## config.mk

```make
export PLATFORM = sky130hd
export DESIGN_NAME = sm_adder_tree_acc_flat
export DESIGN_NICKNAME = d
export VERILOG_FILES = /design/src/rtl/sm_adder_tree_acc_if.sv /design/src/rtl/sm_adder_tree_acc.sv /design/src/flat_wrapper.sv
export SDC_FILE = /design/constraint.sdc
export NUM_CORES = 1
export LEC_CHECK = 0
export ABC_AREA = 0
export CORE_ASPECT_RATIO = 1.25
export CORE_MARGIN = 5
export CORE_UTILIZATION = 60
export DETAILED_ROUTE_END_ITERATION = 12
export PLACE_DENSITY_LB_ADDON = 0.12
export SLEW_MARGIN = 20
export SYNTH_ARGS = -nofsm -noshare
export SYNTH_HDL_FRONTEND = slang
export SYNTH_SLANG_ARGS = --single-unit
```

## constraint.sdc

```tcl
create_clock -name clk -period 11.35 [get_ports clk]
set_clock_uncertainty 0.05 [all_clocks]
set_input_delay 2.27 -clock clk [delete_from_list [all_inputs] [get_ports clk]]
set_output_delay 2.27 -clock clk [all_outputs]
set_load 0.1 [all_outputs]
```

## src/rtl/sm_adder_tree_acc_if.sv

```systemverilog
`default_nettype none
// ============================================================================
//  Module      : sm_adder_tree_acc_if
//  Description : Beat input / window result bundle for sm_adder_tree_acc.
//  Revision    : 1.0 - initial release
// ============================================================================
interface sm_adder_tree_acc_if #(
    parameter int WIDTH  = 9,
    parameter int NUM_IN = 9,
    parameter int ACC_W  = 24
);
    logic                          in_valid;
    logic                          in_last;
    logic [NUM_IN*2*WIDTH-1:0]     in_data;
    logic                          out_valid;
    logic [ACC_W-1:0]              out_data;
    logic                          out_sat;

    modport master (
        output in_valid, in_last, in_data,
        input  out_valid, out_data, out_sat
    );

    modport slave (
        input  in_valid, in_last, in_data,
        output out_valid, out_data, out_sat
    );
endinterface
`default_nettype wire

```

## src/rtl/sm_adder_tree_acc.sv

```systemverilog
`default_nettype none
// ============================================================================
//  Module      : sm_adder_tree_acc
//  Description : Registered sign-magnitude adder tree with saturating
//                per-window accumulator (one output channel).
//  Revision    : 1.0 - initial release
// ============================================================================
module sm_adder_tree_acc #(
    parameter int WIDTH  = 9,
    parameter int NUM_IN = 9,
    parameter int ACC_W  = 24
) (
    input  wire logic           clk,
    input  wire logic           rst,
    sm_adder_tree_acc_if.slave  bus
);

    localparam int PW     = 2 * WIDTH;
    localparam int LEVELS = $clog2(NUM_IN);
    localparam int TW     = PW + LEVELS;
    localparam int NP     = 1 << LEVELS;
    localparam int AW     = ACC_W + 1;
    localparam logic signed [AW-1:0] MAXV = {2'b00, {(ACC_W-1){1'b1}}};
    localparam logic signed [AW-1:0] MINV = -MAXV;

    if (NUM_IN < 2) begin : g_bad_num_in
        $error("sm_adder_tree_acc: NUM_IN must be 2 or more");
    end
    if (ACC_W - 1 < PW - 1 + LEVELS) begin : g_bad_acc_w
        $error("sm_adder_tree_acc: ACC_W too narrow for tree growth");
    end

    // Index 0 is the input register; index k (k>=1) is tree level k output.
    logic                    r_first_pend;
    logic [LEVELS:0]         r_vld;
    logic [LEVELS:0]         r_lst;
    logic [LEVELS:0]         r_fst;
    logic [NUM_IN*PW-1:0]    r_in_data;

    always_ff @(posedge clk) begin
        if (rst) begin
            r_first_pend <= 1'b1;
            r_vld        <= '0;
        end else begin
            r_vld <= {r_vld[LEVELS-1:0], bus.in_valid};
            if (bus.in_valid) begin
                r_first_pend <= bus.in_last;
            end
        end
    end

    always_ff @(posedge clk) begin
        r_lst     <= {r_lst[LEVELS-1:0], bus.in_last};
        r_fst     <= {r_fst[LEVELS-1:0], r_first_pend};
        r_in_data <= bus.in_data;
    end

    logic signed [TW-1:0] w_lvl [LEVELS+1][NP];

    for (genvar i = 0; i < NP; i++) begin : g_lane
        if (i < NUM_IN) begin : g_conv
            logic          w_sign;
            logic [TW-1:0] w_mag;
            assign w_sign       = r_in_data[i*PW + PW-1];
            assign w_mag        = {{(LEVELS+1){1'b0}}, r_in_data[i*PW +: PW-1]};
            // -0 negates to 0, so it needs no special case.
            assign w_lvl[0][i]  = w_sign ? -$signed(w_mag) : $signed(w_mag);
        end else begin : g_zero
            assign w_lvl[0][i]  = '0;
        end
    end

    for (genvar l = 0; l < LEVELS; l++) begin : g_lvl
        localparam int NODES = NP >> (l + 1);
        for (genvar j = 0; j < NP; j++) begin : g_node
            if (j < NODES) begin : g_add
                logic signed [TW-1:0] r_node;
                always_ff @(posedge clk) begin
                    r_node <= w_lvl[l][2*j] + w_lvl[l][2*j+1];
                end
                assign w_lvl[l+1][j] = r_node;
            end else begin : g_pad
                assign w_lvl[l+1][j] = '0;
            end
        end
    end

    logic signed [AW-1:0]    r_acc;
    logic                    r_sat;
    logic                    r_out_valid;
    logic [ACC_W-1:0]        r_out_data;
    logic                    r_out_sat;

    logic signed [AW-1:0]    w_tree_ext;
    logic signed [AW-1:0]    w_sum;
    logic signed [AW-1:0]    w_acc_next;
    logic                    w_hi;
    logic                    w_lo;
    logic                    w_sat_next;
    logic                    w_neg;
    logic [ACC_W-2:0]        w_mag_out;

    assign w_tree_ext = {{(AW-TW){w_lvl[LEVELS][0][TW-1]}}, w_lvl[LEVELS][0]};

    always_comb begin
        w_sum      = (r_fst[LEVELS] ? '0 : r_acc) + w_tree_ext;
        w_hi       = (w_sum > MAXV);
        w_lo       = (w_sum < MINV);
        w_acc_next = w_sum;
        if (w_hi) begin
            w_acc_next = MAXV;
        end else if (w_lo) begin
            w_acc_next = MINV;
        end
        w_sat_next = (r_fst[LEVELS] ? 1'b0 : r_sat) | w_hi | w_lo;
        // Strict less-than keeps a zero result positive.
        w_neg      = (w_acc_next < 0);
        w_mag_out  = (ACC_W-1)'(w_neg ? -w_acc_next : w_acc_next);
    end

    always_ff @(posedge clk) begin
        if (rst) begin
            r_acc       <= '0;
            r_sat       <= 1'b0;
            r_out_valid <= 1'b0;
            r_out_data  <= '0;
            r_out_sat   <= 1'b0;
        end else begin
            r_out_valid <= r_vld[LEVELS] & r_lst[LEVELS];
            if (r_vld[LEVELS]) begin
                r_acc <= w_acc_next;
                r_sat <= w_sat_next;
                if (r_lst[LEVELS]) begin
                    r_out_data <= {w_neg, w_mag_out};
                    r_out_sat  <= w_sat_next;
                end
            end
        end
    end

    assign bus.out_valid = r_out_valid;
    assign bus.out_data  = r_out_data;
    assign bus.out_sat   = r_out_sat;

endmodule
`default_nettype wire

```

## src/flat_wrapper.sv

```systemverilog
// flat-port wrapper written by rule: the top's interface ports become plain ports
module sm_adder_tree_acc_flat 
#(
    parameter int WIDTH  = 9,
    parameter int NUM_IN = 9,
    parameter int ACC_W  = 24
)
  (clk, rst, bus_in_valid, bus_in_last, bus_in_data, bus_out_valid, bus_out_data, bus_out_sat);
  sm_adder_tree_acc_if #(.WIDTH(WIDTH), .NUM_IN(NUM_IN), .ACC_W(ACC_W)) bus_i ();
  input  wire logic clk;
  input  wire logic rst;
  input wire logic [$bits(bus_i.in_valid)-1:0] bus_in_valid;
  input wire logic [$bits(bus_i.in_last)-1:0] bus_in_last;
  input wire logic [$bits(bus_i.in_data)-1:0] bus_in_data;
  output wire logic [$bits(bus_i.out_valid)-1:0] bus_out_valid;
  output wire logic [$bits(bus_i.out_data)-1:0] bus_out_data;
  output wire logic [$bits(bus_i.out_sat)-1:0] bus_out_sat;
  assign bus_i.in_valid = bus_in_valid;
  assign bus_i.in_last = bus_in_last;
  assign bus_i.in_data = bus_in_data;
  assign bus_out_valid = bus_i.out_valid;
  assign bus_out_data = bus_i.out_data;
  assign bus_out_sat = bus_i.out_sat;
  sm_adder_tree_acc #(.WIDTH(WIDTH), .NUM_IN(NUM_IN), .ACC_W(ACC_W)) u_core (.clk(clk), .rst(rst), .bus(bus_i));
endmodule
```

==> results by stage <==
Run status:
- The flow ran to the end, and the final reports show no timing, DRC or antenna violations.

Worst setup path:
- Data on the critical path is required at its endpoint by 11.78 ns.
- The worst setup path is captured at a flip-flop.
- The largest fanout of any net on the critical path is 8.
- Data arrives at the worst endpoint at 7.38 ns.
- The startpoint class of the critical path is a flip-flop.
- The critical path in this run is classified as flip-flop to flip-flop.

Yosys:
- The synthesized netlist net count is 2902.
- After synthesis, the netlist uses 81 different library cells.
- After synthesis, the mean cell area works out to 9.310 µm².
- Synthesis handed over a netlist of 2525 instances.
- The post-synthesis sequential element count is 472.
- Ranked by total cell area, the synthesized netlist is headed by sky130_fd_sc_hd__dfxtp_1 (40%), sky130_fd_sc_hd__ha_1 (11%), sky130_fd_sc_hd__xnor2_1 (9.9%), sky130_fd_sc_hd__nor2_1 (3.2%), sky130_fd_sc_hd__a21oi_1 (3.0%).
- The share of synthesized registers carrying an async set or reset is 0%.
- Yosys mapped a number of flops with a built-in enable equal to 0.
- For this run, the number of Yosys warnings is 0.
- The area of the mapped netlist is 23510 µm².
- Yosys instantiated no cell more often than sky130_fd_sc_hd__dfxtp_1.
- In the synthesized netlist the dominant register cell turns out to be sky130_fd_sc_hd__dfxtp_1.
- The portion of synthesized cell area occupied by the leading cell type is 40.19%.
- The portion of the post-synthesis area used by sequential elements is 40.19%.
- The synthesized design spends more area on one cell type than any other, namely sky130_fd_sc_hd__dfxtp_1.
- After synthesis, the most frequently instantiated cells are sky130_fd_sc_hd__dfxtp_1 (472), sky130_fd_sc_hd__xnor2_1 (267), sky130_fd_sc_hd__ha_1 (202), sky130_fd_sc_hd__nor2_1 (202), sky130_fd_sc_hd__nand2_1 (179).

Floorplan:
- The effective utilization at floorplan is 60.41%.
- The chip height is 231.3 µm.
- In this run the horizontal extent of the chip is 187.0 µm.
- The die outline area is 43260 µm².
- After floorplanning, the core was sized to cover 38920 µm².
- The number of rows in the core area is 81.
- 192 I/O pins were placed.

Clocking:
- TritonCTS built the clock tree.
- The post-CTS setup-driven buffer insertion count is 0.
- The insertion delay of the later-clocked pin in the worst-skew pair is 0.58 ns.
- Clock-pin slew was measured on the worst setup and hold paths at 0.07 ns.
- The maximum number of buffers from clock root to sink is 3.
- The level count of the clock H-tree is 2.
- The tree is rooted in a sky130_fd_sc_hd__clkbuf_16.
- The number of buffers inserted during clock tree synthesis is 46.
- The number of buffers inserted for hold repair after clock tree synthesis is 0.
- The clock net in this run drives a total of 472 sinks.
- The post-cts gate resize count is 0.

GRT:
- The global-route track usage on met3 is 2.923%.
- The number of antenna violations at the first check in global routing is 0.
- The aggregate global routing overflow is 0.
- Global routing consumed, over all layers together, 24.75% of the routing resources.
- Global routing consumed, on the met1 layer, 27.22% of the routing resources.
- The layer with the highest usage after global routing is met2.
- The via count of the first global-routing pass is 18690.
- The wire length of the first global-routing pass is 90.01 mm.
- For met2 alone, demand over resource in global routing was 48.90%.
- The pin count of the biggest net entering global routing is 45.

Placed design:
- The detailed placement HPWL is 42.48 mm.
- The count of buffers from port buffering is 191.
- The weighted congestion at the end of routability-driven global placement is 0.8992.

Pwr:
- For this design the static power due to leakage is 11.24 nW.
- The ratio of total power to cell area is 250.3 nW/µm².
- After layout, the design draws a total of 0.006877 W.
- The maximum VDD drop is 0.1562 mV.

STA:
- The max-slew violation count is 0.
- On the final layout, the worst hold slack is 0.2741 ns.
- Setup repair after global routing left no endpoint under its margin.
- The clock period could shrink to 6.956 ns.
- The hold violation count in the final report came to 0.
- The transition time of the tightest slew-check pin is 0.9801 ns.
- Setup violations remaining at the end of the flow were counted as 0.
- The portion of the clock cycle consumed by the worst path in the final layout is 61.29%.
- The worst-case headroom to the max-slew limit is 34.46%.
- The maximum clock rate is 0.1438 GHz.
- The total negative setup slack is 0 ns.

Detailed routing:
- The final wirelength is 54.90 mm.
- The final antenna-violating net count is 0.
- The first routing iteration left 852 violations.
- The routed wirelength normalized by instance count is 16.89 µm.
- The via count normalized by instance count is 5.757.
- The first TritonRoute pass finished after 7 iterations.
- In the routed design, unresolved DRC markers number 0.
- The via count is 18710.

Finish:
- The repair_antennas step left the layout with diodes totalling 0.
- The signed area change from the synthesized netlist to the final layout is 16.84%.
- The number of nets in the layout is 3094.
- Cells with a size suffix above 1 make up 4.869% of the layout.

Run:
- The number of max-capacitance violations reported is 0.

Min path:
- In this run the worst hold path is classified as flip-flop to flip-flop.
==> critical path, cell delays in order (launching register included) <==
cell and delay, ns:
sky130_fd_sc_hd__dfxtp_1 0.35, sky130_fd_sc_hd__nor2b_1 0.13, sky130_fd_sc_hd__ha_1 0.18, sky130_fd_sc_hd__inv_1 0.06, sky130_fd_sc_hd__fa_1 0.40, sky130_fd_sc_hd__nand2b_1 0.20
sky130_fd_sc_hd__a21oi_2 0.27, sky130_fd_sc_hd__o21ai_1 0.11, sky130_fd_sc_hd__a311o_1 0.43, sky130_fd_sc_hd__or4b_4 0.55, sky130_fd_sc_hd__nor3_2 0.33, sky130_fd_sc_hd__nand4_1 0.36
sky130_fd_sc_hd__o41ai_4 0.59, sky130_fd_sc_hd__a21oi_1 0.14, sky130_fd_sc_hd__nor2_1 0.18, sky130_fd_sc_hd__ha_1 0.36, sky130_fd_sc_hd__nand3_1 0.20, sky130_fd_sc_hd__nor4_1 0.58
sky130_fd_sc_hd__nand3_1 0.24, sky130_fd_sc_hd__nor4_1 0.57, sky130_fd_sc_hd__nand3b_1 0.22, sky130_fd_sc_hd__a211oi_1 0.08, sky130_fd_sc_hd__a32o_1 0.22
==> kinds of logic (layout without fill, tap and decap cells) <==
family | after synthesis | count (layout) | synth area share, %
XOR/XNOR | 313 | 313 | 11.66
buffers and inverters | 149 | 376 | 2.411
adder cells (fa/ha/maj) | 215 | 215 | 11.69
AND/OR/NAND/NOR | 744 | 744 | 15.49
AO/OA/AOI/OAI | 627 | 627 | 18.34
multiplexers | 5 | 5 | 0.2182
flip-flops | 472 | 472 | 40.19
==> state kept, by name (all words and copies together), names as in the netlist, 5 cells and up <==
register                          cells
u_core.r_fst                          5
u_core.bus.out_data                  24
u_core.r_acc                         25
u_core.r_in_data                    162
u_core.r_lst                          5
u_core.g_lvl.g_node.g_add.r_node    242
u_core.r_vld                          5
==> power by group <==
group / leakage, nW / internal, W / switching, W
clock network: 0.768 / 0.000914 / 0.000656
logic: 6.51 / 0.00132 / 0.00175
registers: 3.96 / 0.00205 / 0.000191
total: 11.2 / 0.00428 / 0.00259
==> placed cells by master, fill, tap and decap left out, types with 28 or more instances in the layout <==
cell,instances
sky130_fd_sc_hd__o21a_1,53
sky130_fd_sc_hd__a21o_1,46
sky130_fd_sc_hd__xnor2_1,267
sky130_fd_sc_hd__nor2b_1,49
sky130_fd_sc_hd__clkdlybuf4s50_1,191
sky130_fd_sc_hd__or4_1,28
sky130_fd_sc_hd__inv_1,92
sky130_fd_sc_hd__or3_1,29
sky130_fd_sc_hd__a21oi_1,139
sky130_fd_sc_hd__ha_1,202
sky130_fd_sc_hd__clkbuf_16,46
sky130_fd_sc_hd__nand2_1,179
sky130_fd_sc_hd__nand2b_1,47
sky130_fd_sc_hd__dfxtp_1,471
sky130_fd_sc_hd__xor2_1,46
sky130_fd_sc_hd__nor2_1,202
sky130_fd_sc_hd__nor3_1,75
sky130_fd_sc_hd__nand3_1,41
sky130_fd_sc_hd__o31ai_1,50
sky130_fd_sc_hd__o21ai_0,121
==> layer usage <==
metal	vias up	routed length, µm
li1	9395	-
met1	8804	21920
met2	387	29300
met3	123	1874
met4	0	1798
met5	-	0
==> area by class of cell <==
| class | count | area [µm²] |
|---|---|---|
| Clock buffer | 57 | 1222 |
| Clock inverter | 26 | 346.6 |
| Fill cell | 3017 | 11450 |
| Inverter | 93 | 349.1 |
| Multi-Input combinational cell | 1904 | 13500 |
| Sequential cell | 472 | 9450 |
| Tap cell | 498 | 623.1 |
| Timing Repair Buffer | 200 | 1979 |
==> through the flow <==
stage | instance area [µm²] | instances | utilization [%] | worst slack (ns)
after global routing | 27470 | 3250 | 70.58 | 3.786
after global placement | 25900 | 3167 | 66.55 | 4.614
after floorplan | 23510 | 2525 | - | 5.372
final | 27470 | 3250 | 70.58 | 4.394
after CTS | 27470 | 3250 | 70.58 | 4.421
after detailed placement | 25900 | 3167 | 66.55 | 4.486
==> worst paths after layout <==
check | startpoint | endpoint | slack (ns) | cells after the start
hold reg to reg | u_core.g_lvl[1].g_node[2].g_add.r_node[15]$_DFF_P_ | u_core.g_lvl[2].g_node[1].g_add.r_node[15]$_DFF_P_ | 0.27 | 0
hold / removal | u_core.g_lvl[1].g_node[2].g_add.r_node[15]$_DFF_P_ | u_core.g_lvl[2].g_node[1].g_add.r_node[15]$_DFF_P_ | 0.27 | 0
setup / recovery | u_core.r_fst[4]$_DFF_P_ | u_core.bus.out_data[20]$_SDFFE_PP0P_ | 4.39 | 22
setup reg to reg | u_core.r_fst[4]$_DFF_P_ | u_core.bus.out_data[20]$_SDFFE_PP0P_ | 4.39 | 22
Note: power is estimated with default switching activity, not from simulation.
